**config.mk**
```make
export PLATFORM = sky130hd
export DESIGN_NAME = uart_block_assembler
export DESIGN_NICKNAME = d
export VERILOG_FILES = /design/src/rtl/uart_pkg.sv /design/src/rtl/uart_idle_timer.sv /design/src/rtl/uart_block_assembler.sv
export SDC_FILE = /design/constraint.sdc
export NUM_CORES = 1
export LEC_CHECK = 0
export CAP_MARGIN = 25
export CELL_PAD_IN_SITES_DETAIL_PLACEMENT = 0
export CELL_PAD_IN_SITES_GLOBAL_PLACEMENT = 1
export CORE_UTILIZATION = 36
export CTS_CLUSTER_DIAMETER = 30
export DETAILED_ROUTE_END_ITERATION = 7
export GPL_ROUTABILITY_DRIVEN = 0
export PLACE_DENSITY_LB_ADDON = 0.1
export RECOVER_POWER = 100
export SKIP_CTS_REPAIR_TIMING = 1
export SYNTH_ARGS = -nofsm -noshare
export SYNTH_HDL_FRONTEND = slang
export SYNTH_SLANG_ARGS = --single-unit
```
**constraint.sdc**
```tcl
create_clock -name uart_clock -period 2 [get_ports uart_clock]
set_input_delay 0.2 -clock uart_clock [delete_from_list [all_inputs] [get_ports uart_clock]]
set_output_delay 0.2 -clock uart_clock [all_outputs]
set_load 0.02 [all_outputs]
```
**src/rtl/uart_pkg.sv**
```systemverilog
// Shared UART definitions: block-assembler states, default line settings
// and the byte-time helper used by uart_rx/uart_tx/uart_block_assembler.
package uart_pkg;

  typedef enum logic [1:0] {
    IDLE    = 2'd0,
    COLLECT = 2'd1,
    HOLD    = 2'd2
  } state_t;

  localparam logic [23:0] DEFAULT_BAUD_RATE  = 24'd4000000;
  localparam logic [27:0] DEFAULT_CLOCK_FREQ = 28'd50000000;

  // One frame is 10 bit-times: start, 8 data, stop.
  function automatic int byte_cycles(
    input logic [27:0] clk_hz,
    input logic [23:0] baud
  );
    longint num;
    num = 64'd10 * 64'(clk_hz);
    return int'(num / 64'(baud));
  endfunction

endpackage

```
**src/rtl/uart_idle_timer.sv**
```systemverilog
// Idle-gap counter: clear wins, counts while enabled, pulses expired on
// the cycle it sits at TIMEOUT_CYCLES-1 and then restarts from zero.
module uart_idle_timer #(
  parameter int TIMEOUT_CYCLES = 500
) (
  input  logic uart_clock,
  input  logic uart_reset,
  input  logic clear,
  input  logic enable,
  output logic expired
);

  localparam int W =
    (TIMEOUT_CYCLES > 1) ? $clog2(TIMEOUT_CYCLES) : 1;

  logic [W-1:0] cnt;

  assign expired = enable & ~clear &
                   (cnt == W'(TIMEOUT_CYCLES - 1));

  always_ff @(posedge uart_clock or negedge uart_reset) begin
    if (!uart_reset) begin
      cnt <= '0;
    end else if (clear || expired) begin
      cnt <= '0;
    end else if (enable) begin
      cnt <= cnt + W'(1);
    end
  end

endmodule

```
**src/rtl/uart_block_assembler.sv**
```systemverilog
// Packs consecutive UART bytes (first byte in the MSBs) into one block
// and offers it on valid/ready; drops partial blocks after an idle gap.
module uart_block_assembler
  import uart_pkg::*;
#(
  parameter int          BLOCK_BYTES   = 16,
  parameter logic [23:0] baud_rate     = DEFAULT_BAUD_RATE,
  parameter logic [27:0] clock_freq    = DEFAULT_CLOCK_FREQ,
  parameter int          TIMEOUT_BYTES = 4
) (
  input  logic                     uart_clock,
  input  logic                     uart_reset,
  input  logic [7:0]               rx_data,
  input  logic                     rx_valid,
  output logic [8*BLOCK_BYTES-1:0] blk_data,
  output logic                     blk_valid,
  input  logic                     blk_ready,
  output logic                     busy,
  output logic                     overflow,
  output logic                     timeout_err
);

  localparam int BYTE_CYCLES =
    byte_cycles(clock_freq, baud_rate);
  localparam int TIMEOUT_CYCLES =
    TIMEOUT_BYTES * BYTE_CYCLES;
  localparam int CNT_W = $clog2(BLOCK_BYTES + 1);
  localparam state_t FIRST_NEXT =
    (BLOCK_BYTES == 1) ? HOLD : COLLECT;

  state_t             state, state_d;
  logic [CNT_W-1:0]   cnt, cnt_d;
  logic               rx_valid_q;
  logic               accept;
  logic               wr_en;
  logic [CNT_W-1:0]   wr_idx;
  logic [8*BLOCK_BYTES-1:0] data_d;
  logic               ovf_d, terr_d;
  logic               tmr_clr, tmr_en, tmr_exp;

  // rx_valid is a level; only its rising edge carries a new byte.
  assign accept = rx_valid & ~rx_valid_q;

  assign blk_valid = (state == HOLD);
  assign busy      = (state == COLLECT) | (state == HOLD);

  uart_idle_timer #(
    .TIMEOUT_CYCLES(TIMEOUT_CYCLES)
  ) u_idle_timer (
    .uart_clock(uart_clock),
    .uart_reset(uart_reset),
    .clear     (tmr_clr),
    .enable    (tmr_en),
    .expired   (tmr_exp)
  );

  always_comb begin
    state_d = state;
    cnt_d   = cnt;
    wr_en   = 1'b0;
    wr_idx  = '0;
    ovf_d   = overflow;
    terr_d  = 1'b0;
    tmr_clr = 1'b1;
    tmr_en  = 1'b0;
    case (state)
      IDLE: begin
        if (accept) begin
          wr_en   = 1'b1;
          cnt_d   = CNT_W'(1);
          state_d = FIRST_NEXT;
        end
      end
      COLLECT: begin
        tmr_clr = accept;
        tmr_en  = ~accept;
        if (accept) begin
          wr_en  = 1'b1;
          wr_idx = cnt;
          cnt_d  = cnt + CNT_W'(1);
          if (cnt == CNT_W'(BLOCK_BYTES - 1)) begin
            state_d = HOLD;
          end
        end else if (tmr_exp) begin
          state_d = IDLE;
          cnt_d   = '0;
          terr_d  = 1'b1;
        end
      end
      HOLD: begin
        unique case (1'b1)
          blk_ready & accept: begin
            wr_en   = 1'b1;
            cnt_d   = CNT_W'(1);
            state_d = FIRST_NEXT;
          end
          blk_ready & ~accept: begin
            cnt_d   = '0;
            state_d = IDLE;
          end
          ~blk_ready & accept: begin
            ovf_d = 1'b1;
          end
          ~blk_ready & ~accept: begin
          end
        endcase
      end
      default: begin
        state_d = IDLE;
        cnt_d   = '0;
      end
    endcase
  end

  always_comb begin
    data_d = blk_data;
    for (int i = 0; i < BLOCK_BYTES; i++) begin
      if (wr_idx == CNT_W'(i)) begin
        data_d[8*(BLOCK_BYTES-i)-1 -: 8] = rx_data;
      end
    end
  end

  always_ff @(posedge uart_clock or negedge uart_reset) begin
    if (!uart_reset) begin
      state       <= IDLE;
      cnt         <= '0;
      rx_valid_q  <= 1'b0;
      blk_data    <= '0;
      overflow    <= 1'b0;
      timeout_err <= 1'b0;
    end else begin
      state       <= state_d;
      cnt         <= cnt_d;
      rx_valid_q  <= rx_valid;
      overflow    <= ovf_d;
      timeout_err <= terr_d;
      if (wr_en) begin
        blk_data <= data_d;
      end
    end
  end

endmodule

```
* After elaboration in Yosys (flattened, before gate mapping)
Index checks and enable logic that the tools add are counted.
** Cells by class
- Divide/modulo/power cells :: 0
- Shifts and indexed selects :: 0
- Bitwise operators :: 11
- Reductions and logical operators :: 24
- Equality and inequality tests :: 23
- $lt $le $gt $ge :: 0
- Multiplexer cells :: 23
- Add/subtract/negate cells :: 2
- Multiply operators :: 0
** Operator list (count)
- $eq 5x4->1 const B :: 9
- $reduce_and 2->1 :: 17
- $mux 5 :: 5
- $eq 5x3->1 const B :: 4
- $mux 9 :: 2
- $pmux 5 s3 :: 1
- $eq 5x2->1 const B :: 2
- $pmux 5 s2 :: 1
- $add 9x1->9 const B :: 1
- $eq 9x9->1 const B :: 1
- $mux 2 :: 4
- $mux 1 :: 7
- $and 1x1->1 :: 6
- $ne 3x2->1 const B :: 2
- $pmux 2 s3 :: 1
- $add 5x1->5 const B :: 1
- $eq 5x1->1 const B :: 1
- $logic_not 5->1 :: 1
- $not 1->1 :: 4
- $pmux 2 s2 :: 1
- $reduce_and 4->1 :: 1
- $ne 3x1->1 const B :: 1
- $reduce_and 3->1 :: 1
- $eq 2x1->1 const B :: 1
- other kinds (8) :: 8
** Word-level totals
- Output and inout bits :: 132
- Bits in latches :: 0
- Memories kept :: 0
- Bits in read-only memories :: 0
- RAM bits :: 0
- Flip-flop bits (word level) :: 147

* Logic depth before layout (Yosys ltp)
- Depth after elaboration :: 9
- Mapped depth :: 8
- Mapped depth without buffers :: 6

* Modules after synthesis
Synthesis repeated with hierarchy kept, for this count alone.
** Second synthesis, totals
- Cells, all modules :: 418
- Area, all modules :: 6130.9 um2
** Modules (own cells, without submodules)
- uart_block_assembler :: cells each 361, area each 5585.4 um2, seq. area each 3453.3 um2, instances 1
- uart_idle_timer :: cells each 57, area each 545.5 um2, seq. area each 225.2 um2, instances 1

* Least setup slack after synthesis
OpenSTA, ideal clock, no wires.
- Path type :: register -> register
- Start :: reg state[0]
- End :: reg blk_data[16]
- Library setup time :: 125 ps
- Setup slack :: -260 ps
- Period minus slack after synthesis :: 2260 ps
- Arrival :: 2135 ps
- Stages on the path, launching flop included :: 6
- Cells stage by stage :: dfrtp_1 ha_1 or3b_4 or3_4 nor3b_4 mux2_2
** Between the ends
- Longest elaborated chain between the ends :: 4
** Ends and longest elaborated chain
- start, declared :: RTL line uart_block_assembler.sv:31 : state_t state, state_d;
- start signal, assigned :: RTL line uart_block_assembler.sv:133 : state <= state_d;
- $eq 2x1->1 or $logic_not 2->1 (tied branches) :: RTL line uart_block_assembler.sv:66 : case (state)
- $mux 5 or $reduce_or 2->1 (tied branches)
- $eq 5x4->1 or $pmux 1 s2 (tied branches) :: RTL line uart_block_assembler.sv:118, uart_block_assembler.sv:66
- $reduce_and 2->1 (no line) (*)
- end signal, assigned :: RTL line uart_block_assembler.sv:139 : blk_data <= data_d;
- end, declared :: RTL line uart_block_assembler.sv:15 : output logic [8*BLOCK_BYTES-1:0] blk_data,
Every way passes the cells marked *; elsewhere a longest branch is shown, timed or not.
A chain may end at the register's enable or synchronous reset.

* Final worst setup path
- Start :: reg state[1]
- End :: reg blk_data[22]
Same word-level chain as after synthesis.

==> metrics.md <==
| Metric | Value |
|---|---|
| Outcome | `finished, violations left` |
| Violations in the final reports | `negative setup slack` |
| H-tree level count | `4` |
| Share of Yosys cell area claimed by the top area cell type | `62.1%` |
| Total negative slack | `-13360 ps` |
| Clock-pin slew on the worst setup and hold paths | `60 ps` |
| Ratio of final minimum period to clock period | `110%` |
| Top_reg_cell synth | `sky130_fd_sc_hd__dfrtp_1` |
| Layout Skew | `9.74 ps` |
| Routed wire per std cell | `18.7 um` |
| Avg Cell Area, Syn | `about 15 um^2` |
| First-pass GRT wire length | `around 24 mm` |
| Number of inserted diodes | `0` |
| Number of vias after detailed routing | `3914` |
| Max-Cap Viols | `0` |
| Proportion of register bits with asynchronous set or reset after synthesis | `100%` |
| Residual overflow from global routing | `0` |
| Setup repair after global routing missed its margin | `true` |
| Number of synthesized flops with an enable pin | `0` |
| Routed Wire Length | `15.3 mm` |
| Max-slew headroom | `2.35%` |
| Cell count after synthesis | `a little under 400` |
| Sort of element at the end of the critical path | `flip-flop` |
| Fraction of final layout cells with drive strength greater than 1 | `between 30 and 40%` |
| Post-DP HPWL | `10.3 mm` |
| Root Buffer | `sky130_fd_sc_hd__clkbuf_16` |
| Number of optimization iterations in the first detailed-route pass | `4` |
| Flops & latches, synth | `147` |
| Clock latency on the worst-skew pair | `420 ps` |
| TritonCTS sink count | `between 100 and 150` |
| Worst Slack Setup Final | `-200 ps` |
| Number of top-level pins | `144` |
| Signal arrival time at the worst endpoint | `2500 ps` |
| Number of nets in the layout | `608` |
| Number of buffers added by the clock tree synthesis step | `17` |
| Synth area leaders | `sky130_fd_sc_hd__dfrtp_1 (62%), sky130_fd_sc_hd__mux2_2 (25%), sky130_fd_sc_hd__ha_1 (1.7%)` |
| PwrDens | `1040 nW/um^2` |
| Post-synthesis instance area | `roughly 5900 um^2` |
| Sequential-to-total area share from yosys stat | `62.1%` |
| Worst setup path class | `flip-flop to flip-flop` |
| Top achievable clock speed | `455 MHz` |
| Shortest clock period the worst path allows after layout | `around 2200 ps` |
| Overall die area | `17000 um^2` |
| Total setup violations reported at the end of the flow | `130` |
| Clock tree from TritonCTS | `done` |
| Die span in y | `130 um` |
| Core area | `15900 um^2` |
| Data required time at the worst endpoint | `2300 ps` |
| DR vias/cell | `4.80` |
| Via count of the first global-routing pass | `4211` |
| Number of antenna violations at the first check in global routing | `0` |
| Detailed Route Iter0 Violations | `96` |
| Std cell rows | `46` |
| Maximum clock insertion buffer count | `2` |
| Layout overhead on the synthesized area | `47.4%` |
| Count of cell types in the netlist | `41` |
| Die width | `130 um` |
| Commonest cells in the synthesized netlist | `sky130_fd_sc_hd__dfrtp_1 (147), sky130_fd_sc_hd__mux2_2 (131), sky130_fd_sc_hd__nor2_1 (15), sky130_fd_sc_hd__clkbuf_1 (11), sky130_fd_sc_hd__nand2_1 (11)` |
| Sum of internal, switching and leakage power | `9.05 mW` |
| Port bufs | `143` |
| Largest net degree at the start of global routing | `58` |
| Worst-case vdd ir drop | `0.581 mV` |
| Crit-path max FO | `8` |
| Initial Util | `37.1%` |
| Residual DRC | `0` |
| Cell with the most instances after synthesis | `sky130_fd_sc_hd__dfrtp_1` |
| GRT Overall Usage | `19.0%` |
| Yosys warning count | `0` |
| ANT nets after route | `0` |
| Element type at the critical path start | `flip-flop` |
| Class of the most critical hold timing path | `input port to flip-flop` |
| Number of hold violations in the final report | `0` |
| Leakage | `4.42 nW` |
| Dominant cell type by area after synthesis | `sky130_fd_sc_hd__dfrtp_1` |
| Post-Syn Nets | `around 420` |
| Transition time of the tightest slew-check pin | `roughly 1500 ps` |
| Max-slew violation count | `0` |
[metal layers]
| metal | vias to the layer above | track usage (%) | share of wire, % |
|---|---|---|---|
| met4 | 0 | 6.02 | 0.93 |
| met5 | - | 0 | 0 |
| li1 | 1793 | - | - |
| met3 | 11 | 7.30 | 6.9 |
| met2 | 96 | 31.0 | 49 |
| met1 | 2014 | 23.3 | 43 |
[registers in the layout (all words and copies together), names as in the netlist]
name and count:
state 2, blk_data 128, cnt 5, timeout_err 1
u_idle_timer.cnt 9, overflow 1, rx_valid_q 1
[final timing paths]
path	start	to	slack, ps	depth (start not counted)
max	state[1]	blk_data[22]	-200	6
min	rx_valid	rx_valid_q	390	2
max reg2reg	state[1]	blk_data[22]	-200	6
min reg2reg	u_idle_timer.cnt[0]	u_idle_timer.cnt[0]	450	1
max in group asynchronous	uart_reset	blk_data[18]	240	3
min in group asynchronous	uart_reset	u_idle_timer.cnt[5]	690	2
[per-stage QoR]
| step | setup WS, ps | util (%) | area, um^2 | instances | hold WS [ps] |
|---|---|---|---|---|---|
| after floorplan | -202 | - | 5970 | 396 | -95.6 |
| after global placement | -309 | 50.4 | 8040 | 782 | 210 |
| after detailed placement | -328 | 50.4 | 8040 | 782 | 219 |
| after CTS | -256 | 54.0 | 8600 | 813 | -231 |
| after global routing | -282 | 54.7 | 8720 | 816 | 407 |
| final | -200 | 54.7 | 8720 | 816 | 393 |
[logic make-up (layout without fill, tap and decap cells)]
| kind of cell | after synthesis | count (layout) | share of synthesized area, % |
|---|---|---|---|
| AO/OA/AOI/OAI | 16 | 16 | 1.80 |
| XOR/XNOR | 5 | 5 | 0.740 |
| adder cells (fa/ha/maj) | 8 | 8 | 1.69 |
| buffers and inverters | 20 | 224 | 1.33 |
| flip-flops | 147 | 147 | 62.1 |
| multiplexers | 132 | 132 | 25.1 |
| AND/OR/NAND/NOR | 68 | 68 | 7.21 |
[worst max-delay path, stage by stage, from the launching register on]
cell and delay [ps]:
sky130_fd_sc_hd__dfrtp_2 430, sky130_fd_sc_hd__ha_4 160, sky130_fd_sc_hd__or3b_4 390, sky130_fd_sc_hd__or3_4 390, sky130_fd_sc_hd__nor3b_4 190, sky130_fd_sc_hd__buf_6 170, sky130_fd_sc_hd__mux2_2 340
[placed cells by master, fill, tap and decap left out, types with 9 or more instances in the layout]
master                            synthesis  layout
sky130_fd_sc_hd__buf_6                    0       9
sky130_fd_sc_hd__nor2_1                  15      14
sky130_fd_sc_hd__dfrtp_1                147     146
sky130_fd_sc_hd__buf_4                    0      21
sky130_fd_sc_hd__mux2_2                 131     111
sky130_fd_sc_hd__clkbuf_16                0      17
sky130_fd_sc_hd__mux2_4                   0      20
sky130_fd_sc_hd__dlygate4sd3_1            0     131
sky130_fd_sc_hd__clkdlybuf4s50_1          0      10
[area by class of cell]
type                            count  area, um^2
Multi-Input combinational cell    229        2330
Clock buffer                       17         425
Fill cell                        1400        7220
Sequential cell                   147        3680
Clock inverter                     14         139
Inverter                            6        22.5
Tap cell                          216         270
Timing Repair Buffer              187        1850
[power breakdown]
part | leakage [nW] | internal [mW] | switching, mW
sequential | 1.99 | 3.40 | 0.211
clock | 0.274 | 1.82 | 1.23
combinational | 2.16 | 1.09 | 1.29
Power figures use the tool's default switching activity.
